==> src/rtl/weight_loader.sv <==
// Byte-stream weight loader: packs BATCH_SIZE bytes per word and writes them to
// the weight RAM at consecutive batch addresses, tracking checksum and count.
module weight_loader #(
  parameter int unsigned DATA_WIDTH   = 8,
  parameter int unsigned ADDR_WIDTH   = 16,
  parameter int unsigned BATCH_SIZE   = 8,
  parameter int unsigned WEIGHT_COUNT = 4096
) (
  input  logic                             clk,
  input  logic                             rst,
  input  logic                             start,
  input  logic [ADDR_WIDTH-1:0]            base_addr,
  input  logic [DATA_WIDTH-1:0]            in_data,
  input  logic                             in_valid,
  output logic                             in_ready,
  output logic                             wr_en,
  output logic [ADDR_WIDTH-1:0]            wr_addr,
  output logic [DATA_WIDTH*BATCH_SIZE-1:0] wr_data,
  output logic [BATCH_SIZE-1:0]            wr_mask,
  output logic                             busy,
  output logic                             done,
  output logic [DATA_WIDTH-1:0]            checksum,
  output logic [ADDR_WIDTH:0]              byte_count
);

  localparam int unsigned LANE_W = $clog2(BATCH_SIZE);
  localparam int unsigned CNT_W  = ADDR_WIDTH + 1;
  localparam int unsigned WORD_W = DATA_WIDTH * BATCH_SIZE;

  typedef enum logic [1:0] {
    IDLE   = 2'd0,
    LOAD   = 2'd1,
    FINISH = 2'd2
  } state_t;

  state_t                                     r_state;
  logic [LANE_W-1:0]                          r_lane;
  logic [ADDR_WIDTH-1:0]                      r_ptr;
  logic [BATCH_SIZE-1:0][DATA_WIDTH-1:0]      r_buf;
  logic [DATA_WIDTH-1:0]                      r_sum;
  logic [CNT_W-1:0]                           r_cnt;
  logic                                       r_in_ready;
  logic                                       r_wr_en;
  logic [ADDR_WIDTH-1:0]                      r_wr_addr;
  logic [WORD_W-1:0]                          r_wr_data;
  logic [BATCH_SIZE-1:0]                      r_wr_mask;
  logic                                       r_busy;
  logic                                       r_done;

  logic [BATCH_SIZE-1:0][DATA_WIDTH-1:0]      w_word;
  logic [BATCH_SIZE-1:0]                      w_mask;
  logic                                       w_accept;
  logic                                       w_last;
  logic                                       w_lane_full;
  logic                                       w_flush;

  // Pack buffer with the incoming byte merged in, and the filled-lane mask.
  always_comb begin
    w_word         = r_buf;
    w_word[r_lane] = in_data;
    w_mask         = '0;
    for (int i = 0; i < int'(BATCH_SIZE); i++) begin
      w_mask[i] = (LANE_W'(i) <= r_lane);
    end
  end

  // in_ready is only ever set while in LOAD, so it alone qualifies accepts.
  assign w_accept    = in_valid & r_in_ready;
  assign w_last      = (r_cnt == CNT_W'(WEIGHT_COUNT - 1));
  assign w_lane_full = (r_lane == LANE_W'(BATCH_SIZE - 1));
  assign w_flush     = w_accept & (w_last | w_lane_full);

  always_ff @(posedge clk or posedge rst) begin
    if (rst) begin
      r_state    <= IDLE;
      r_lane     <= '0;
      r_ptr      <= '0;
      r_buf      <= '0;
      r_sum      <= '0;
      r_cnt      <= '0;
      r_in_ready <= 1'b0;
      r_wr_en    <= 1'b0;
      r_wr_addr  <= '0;
      r_wr_data  <= '0;
      r_wr_mask  <= '0;
      r_busy     <= 1'b0;
      r_done     <= 1'b0;
    end else begin
      r_wr_en <= 1'b0;
      r_done  <= 1'b0;
      case (r_state)
        IDLE: begin
          if (start) begin
            r_ptr      <= base_addr;
            r_sum      <= '0;
            r_cnt      <= '0;
            r_lane     <= '0;
            r_buf      <= '0;
            r_busy     <= 1'b1;
            r_in_ready <= 1'b1;
            r_state    <= LOAD;
          end
        end
        LOAD: begin
          if (w_accept) begin
            r_sum <= r_sum + in_data;
            r_cnt <= r_cnt + CNT_W'(1);
            if (w_flush) begin
              r_wr_en   <= 1'b1;
              r_wr_addr <= r_ptr;
              r_wr_data <= w_word;
              r_wr_mask <= w_mask;
              r_ptr     <= r_ptr + ADDR_WIDTH'(BATCH_SIZE);
              r_lane    <= '0;
              r_buf     <= '0;
            end else begin
              r_buf  <= w_word;
              r_lane <= r_lane + LANE_W'(1);
            end
            // Final byte: done lands with the last write strobe.
            if (w_last) begin
              r_done     <= 1'b1;
              r_in_ready <= 1'b0;
              r_state    <= FINISH;
            end
          end
        end
        FINISH: begin
          r_busy  <= 1'b0;
          r_state <= IDLE;
        end
        default: begin
          r_busy     <= 1'b0;
          r_in_ready <= 1'b0;
          r_state    <= IDLE;
        end
      endcase
    end
  end

  assign in_ready   = r_in_ready;
  assign wr_en      = r_wr_en;
  assign wr_addr    = r_wr_addr;
  assign wr_data    = r_wr_data;
  assign wr_mask    = r_wr_mask;
  assign busy       = r_busy;
  assign done       = r_done;
  assign checksum   = r_sum;
  assign byte_count = r_cnt;

endmodule
==> config.mk <==
export PLATFORM = sky130hd
export DESIGN_NAME = weight_loader
export DESIGN_NICKNAME = d
export VERILOG_FILES = /design/src/rtl/weight_loader.sv
export SDC_FILE = /design/constraint.sdc
export NUM_CORES = 1
export LEC_CHECK = 0
export BUFFER_PORTS_ARGS = -buffer_cell sky130_fd_sc_hd__buf_2
export CAP_MARGIN = 20
export CORE_UTILIZATION = 35
export DETAILED_ROUTE_END_ITERATION = 7
export PLACE_DENSITY_LB_ADDON = 0.2
export SETUP_SLACK_MARGIN = 0.5
export SYNTH_ARGS = -nofsm -noshare
export SYNTH_HDL_FRONTEND = slang
export SYNTH_SLANG_ARGS = --single-unit
==> constraint.sdc <==
create_clock -name clk -period 8 [get_ports clk]
set_input_delay 0.8 -clock clk [delete_from_list [all_inputs] [get_ports clk]]
set_output_delay 0.8 -clock clk [all_outputs]
set_load 0.005 [all_outputs]
=== Word-level counts from Yosys, hierarchy flattened ===
Cells that the tools add are included.

* Word-level logic and storage cells: 92
* Input bits: 28
* Register bits: 202
* Output and inout port bits: 117

* Magnitude comparators: 10
* Add/subtract/negate cells: 4
* Bitwise gates (word level): 5
* Eq/ne operators: 8
* Multiplexer cells: 36
* Reductions and logical operators: 9

{| class="wikitable"
|+ Operators with widths
! kind !! number
|-
| 64-bit two-way mux || 3
|-
| 64-bit case mux with 2 select lines || 1
|-
| 64-bit bitwise mux || 1
|-
| 16-bit two-way mux || 3
|-
| 17-bit two-way mux || 2
|-
| 17-bit case mux with 2 select lines || 1
|-
| 16-bit case mux with 2 select lines || 1
|-
| 8-bit demux with 3-bit select || 1
|-
| 8-bit two-way mux || 3
|-
| 17-bit by 1-bit adder with 17-bit output, second input constant || 1
|-
| 17-bit by 12-bit equality test with 1-bit output, second input constant || 1
|-
| 16-bit by 4-bit adder with 16-bit output, second input constant || 1
|-
| 8-bit case mux with 2 select lines || 1
|-
| 3-bit <= comparator, first input constant || 4
|-
| 1-bit two-way mux || 9
|-
| 3-bit two-way mux || 3
|-
| 3-bit AND reduction || 3
|-
| 8-bit adder || 1
|-
| 2-bit != test, second input constant || 4
|-
| 4-bit AND reduction || 2
|-
| 1-bit by 3-bit <= comparator with 1-bit output, first input constant || 2
|-
| 2-bit by 3-bit <= comparator with 1-bit output, first input constant || 2
|-
| 2-bit two-way mux || 3
|-
| 3-bit case mux with 2 select lines || 1
|-
| other kinds (16) || 18
|}

=== Longest topological paths before layout ===
* Depth in word-level cells: 8
* Depth in mapped cells: 9
* Mapped depth without buffers: 7

=== Worst setup path before layout ===
No wires, ideal clock.

* Path kind: input-to-reg
* Start point: input in_data[1]
* End point: register r_sum[7] (netlist: checksum[7])
* Path slack: 5.771 ns
* Stages on the path: 6
* Path buffers: 0
* Setup time: 0.124 ns
* Data required time: 7.876 ns
* Data arrival time: 2.105 ns
* Path through: ha_1 > a211oi_1 > o21ai_0 > a21o_1 > and3_1 > a211o_1

* Cells in the longest elaborated chain, start to end: 3

{| class="wikitable"
|+ RTL lines
! element !! RTL line !! text
|-
| from (decl) || 13 || <nowiki>input logic [DATA_WIDTH-1:0] in_data,</nowiki>
|-
| 8-bit adder || 106 || <nowiki>r_sum <= r_sum + in_data;</nowiki>
|-
| 8-bit two-way mux || 105 || <nowiki>if (w_accept) begin</nowiki>
|-
| 8-bit case mux with 2 select lines || 91 || <nowiki>case (r_state)</nowiki>
|-
| to (signal assigned) || 106 ||
|-
| to (decl) || 40 || <nowiki>logic [DATA_WIDTH-1:0] r_sum;</nowiki>
|}

No other way between the ends. The select of a mux whose other input is x is not followed.
A chain may end at the register's enable or synchronous reset.

=== Worst setup path in the final report ===
* Start point: register r_lane[0]
* End point: register r_buf[4] (netlist name)

* Elaborated cells on any way between the ends: 12
* Those cells by class: 2 x order compare; 1 x eq/ne; 6 x mux; 2 x bitwise; 1 x reduce/logical

{| class="wikitable"
|+ RTL lines
! element !! RTL line !! text
|-
| from (decl) || 37 || <nowiki>logic [LANE_W-1:0] r_lane;</nowiki>
|-
| from (signal assigned) || 118 || <nowiki>r_lane <= r_lane + LANE_W'(1);</nowiki>
|-
| 3-bit equality test || 70 || <nowiki>assign w_lane_full = (r_lane == LANE_W'(BATCH_SIZE - 1));</nowiki>
|-
| net w_lane_full || 54 || <nowiki>logic w_lane_full;</nowiki>
|-
| 1-bit bitwise OR || 71 || <nowiki>assign w_flush = w_accept & (w_last | w_lane_full);</nowiki>
|-
| 1-bit AND || 71 ||
|-
| 64-bit two-way mux || 108 || <nowiki>if (w_flush) begin</nowiki>
|-
| 64-bit two-way mux || 105 ||
|-
| 64-bit case mux with 2 select lines || 91 ||
|-
| to (signal assigned) || 117 || <nowiki>r_buf <= w_word;</nowiki>
|-
| to (decl) || 39 || <nowiki>logic [BATCH_SIZE-1:0][DATA_WIDTH-1:0] r_buf;</nowiki>
|}

The timed path passes the listed nets, and every way through them passes these cells. The select of a mux whose other input is x is not followed.

==> flow_summary.json <==
{
  "status": "finished clean",
  "port_buffers": 144,
  "rows": 59,
  "p_seq_frac": 0.457,
  "relSlewSlack": 0.315,
  "cts_htree_levels": 1,
  "worstPathBufferInverterCount": 2,
  "cts-buffers-inserted": 24,
  "dr.pass1.iters": 5,
  "core_area_mm2": 0.0260,
  "yosysWarnings": 0,
  "power.share.clock": 0.511,
  "slew_violations": 0,
  "final.min_clock_period_ns": 2.79,
  "ys_types": 68,
  "hold_class": "primary input to asynchronous set/reset pin",
  "syn-cell-area_mm2": 0.00922,
  "power.internal_mw": 1.77,
  "period_share": 0.348,
  "vias_per_cell": 5.31,
  "layout.cells.non_filler": 1299,
  "powerDensity_mw_per_mm2": 205,
  "grt_max_degree": 120,
  "root_buffer": "clkbuf_16",
  "gp_congestion": 0.772,
  "rsz0062_at_grt": "false",
  "avgSynthCellArea_um2": 11.1,
  "r2r-start": "r_lane[0]",
  "ys_ff_latch": 202,
  "drv_cap": 0,
  "p_sw_frac": 0.217,
  "cp_slowest_cell": "o21a_2",
  "crit_family": "compound AO/OA/AOI/OAI gates",
  "yosysTopAreaCell": "dfrtp_1",
  "hpwl_um": 15100,
  "worstSetupStartpointType": "register",
  "synthToLayoutAreaGrowth_pct": 19.7,
  "post_drt_wl_per_cell_um": 18.7,
  "worst_skew_pair.late_latency_ns": 0.51,
  "vias": 6898,
  "grt_pass1_wl_um": 38400,
  "crit_top_cell": "ha_1",
  "dieArea_mm2": 0.0270,
  "cts_buffer_depth": 3,
  "cts-hold-fix-buffers": 0,
  "p_comb_frac": 0.032,
  "netlist.area_leader.share": 0.548,
  "drt_iter0_markers": 438,
  "nets": 988,
  "dp_cells": 1255,
  "synth_edf_count": 0,
  "critical_path_required_ns": 8.45,
  "clock_sinks": 202,
  "routed_wl_um": 24300,
  "ys_seq_area_frac": 0.548,
  "gr-total-overflow": 0,
  "ys.flop_type": "dfrtp_1",
  "cp-end-kind": "register",
  "chipHeight_um": 164,
  "final_cell_mix": "dfrtp_1 (202), buf_2 (144), o21ai_0 (137)",
  "hold_violations": 0,
  "cts_tree": "built",
  "switching_power_mw": 0.489,
  "max_stage_delay_ns": 0.57,
  "track_usage": 0.180,
  "grt_pass1_vias": 6813,
  "start_util": 0.355,
  "cts_resized": 0,
  "antenna_found_initial": 0,
  "cp_data_arrival_time_ns": 3.24,
  "final_common_cell": "dfrtp_1",
  "postRouteAntennaNets": 0,
  "syn_inst": 829,
  "crit_path_start": "r_lane[0]",
  "peakVddDrop_mv": 0.158,
  "setup_tns_ns": 0,
  "postCtsSetupBuffers": 0,
  "drive_above_1_share": 0.253,
  "power.leakage_nw": 5.62,
  "die_x_um": 164,
  "synth_nets": 870,
  "io_pins": 145,
  "cp_max_fo": 46,
  "path_class": "register to register",
  "n_antenna_cell": 0,
  "drc": 0,
  "setup_viol": 0,
  "synthArstFlopShare": 1.00,
  "fmaxAchievable_ghz": 0.359,
  "clkTransAtPathRegs_ns": 0.06,
  "worstPathCellList": "ha_1 -> ha_1 -> inv_1 -> o21a_2 -> buf_4 -> a31o_4 -> a22o_1",
  "worst_slew_pin_slew_ns": 1.02,
  "finish.utilization": 0.425,
  "clock_skew_ns": 0.00698,
  "yosys-top-cells-area": "dfrtp_1 (55%), o21ai_0 (7.4%), mux2i_1 (7.1%)"
}
final cells by class:
class	count	area, um^2
Multi-Input combinational cell	553	3850
Timing Repair Buffer	154	816
Tap cell	335	419
Sequential cell	202	5050
Clock buffer	34	719
Clock inverter	9	126
Fill cell	2529	14900
Inverter	12	52.6
synthesized netlist by cell type (11+ instances only):
cell        n
o21ai_0   137
dfrtp_1   202
clkbuf_1   35
mux2i_1    65
a21oi_1    28
a22o_1     68
ha_1       12
o21ai_1    34
nand2_1    42
inv_1      11
nand3_1    17
buf_1      11
nor2_1     19
power by group through the flow:
stage	Sequential [mW]	Clock (mW)	Combinational, mW
2_1_floorplan	1.05	0	0.0413
3_3_place_gp	1.05	0	0.0722
3_5_place_dp	1.05	0	0.0721
4_1_cts	1.03	1.18	0.0723
5_1_grt	1.03	1.22	0.0813
6_report	1.03	1.15	0.0716
cells by family (layout without fill, tap and decap cells):
kind of cell | Yosys count | after routing | share of synthesized area
AOI/OAI and AO/OA | 316 | 316 | 0.219
xor gates and xnor gates | 14 | 14 | 0.0133
adders and majority gates | 13 | 13 | 0.0184
buffers and inverters | 74 | 209 | 0.0359
DFF | 202 | 202 | 0.548
muxes | 79 | 79 | 0.0901
and+or+nand+nor | 131 | 131 | 0.0757
routing by layer:
metal  vias to the layer above  global-route usage  part of all wire  wire (um)
met5                         -                   0                 0          0
met4                         0              0.0429             0.019        453
met3                        35              0.0293             0.053       1290
met2                       184               0.282              0.45      11000
met1                      3398               0.257              0.48      11600
li1                       3281                   -                 -          -
per-stage QoR:
| stage | setup slack, ns | hold WS [ns] | instance area (um^2) | power (mW) |
|---|---|---|---|---|
| floorplan | 1.69 | 0.446 | 9220 | 1.09 |
| global placement | 5.21 | 0.458 | 10200 | 1.12 |
| detailed placement | 5.23 | 0.472 | 10200 | 1.12 |
| CTS | 5.22 | 0.469 | 11000 | 2.29 |
| global route | 5.05 | 0.482 | 11000 | 2.34 |
| finish | 5.21 | 0.396 | 11000 | 2.26 |
registers in the layout (all words and copies together) (netlist names):
register / count
busy: 1
byte_count: 17
checksum: 8
done: 1
in_ready: 1
r_buf: 64
r_lane: 3
r_ptr: 16
r_state: 2
wr_addr: 16
wr_data: 64
wr_en: 1
wr_mask: 8
worst register-to-register path, stage by stage, from the launching register on:
cell and delay, ns:
dfrtp_1 0.50, ha_1 0.26, ha_1 0.25, inv_1 0.14, o21a_2 0.57, buf_4 0.52
a31o_4 0.34, a22o_1 0.15
path summary, 6_finish.rpt:
kind | slack, ns | depth (start not counted) | endpoint
max | 5.21 | 7 | r_buf[4]
min | 0.40 | 2 | wr_addr[9]
max reg2reg | 5.21 | 7 | r_buf[4]
min in group clk | 0.48 | 2 | r_ptr[1]
max in group asynchronous | 6.36 | 4 | wr_data[13]
min reg2reg | 0.48 | 2 | r_ptr[1]
No activity file was read; power rests on OpenSTA's default activity.
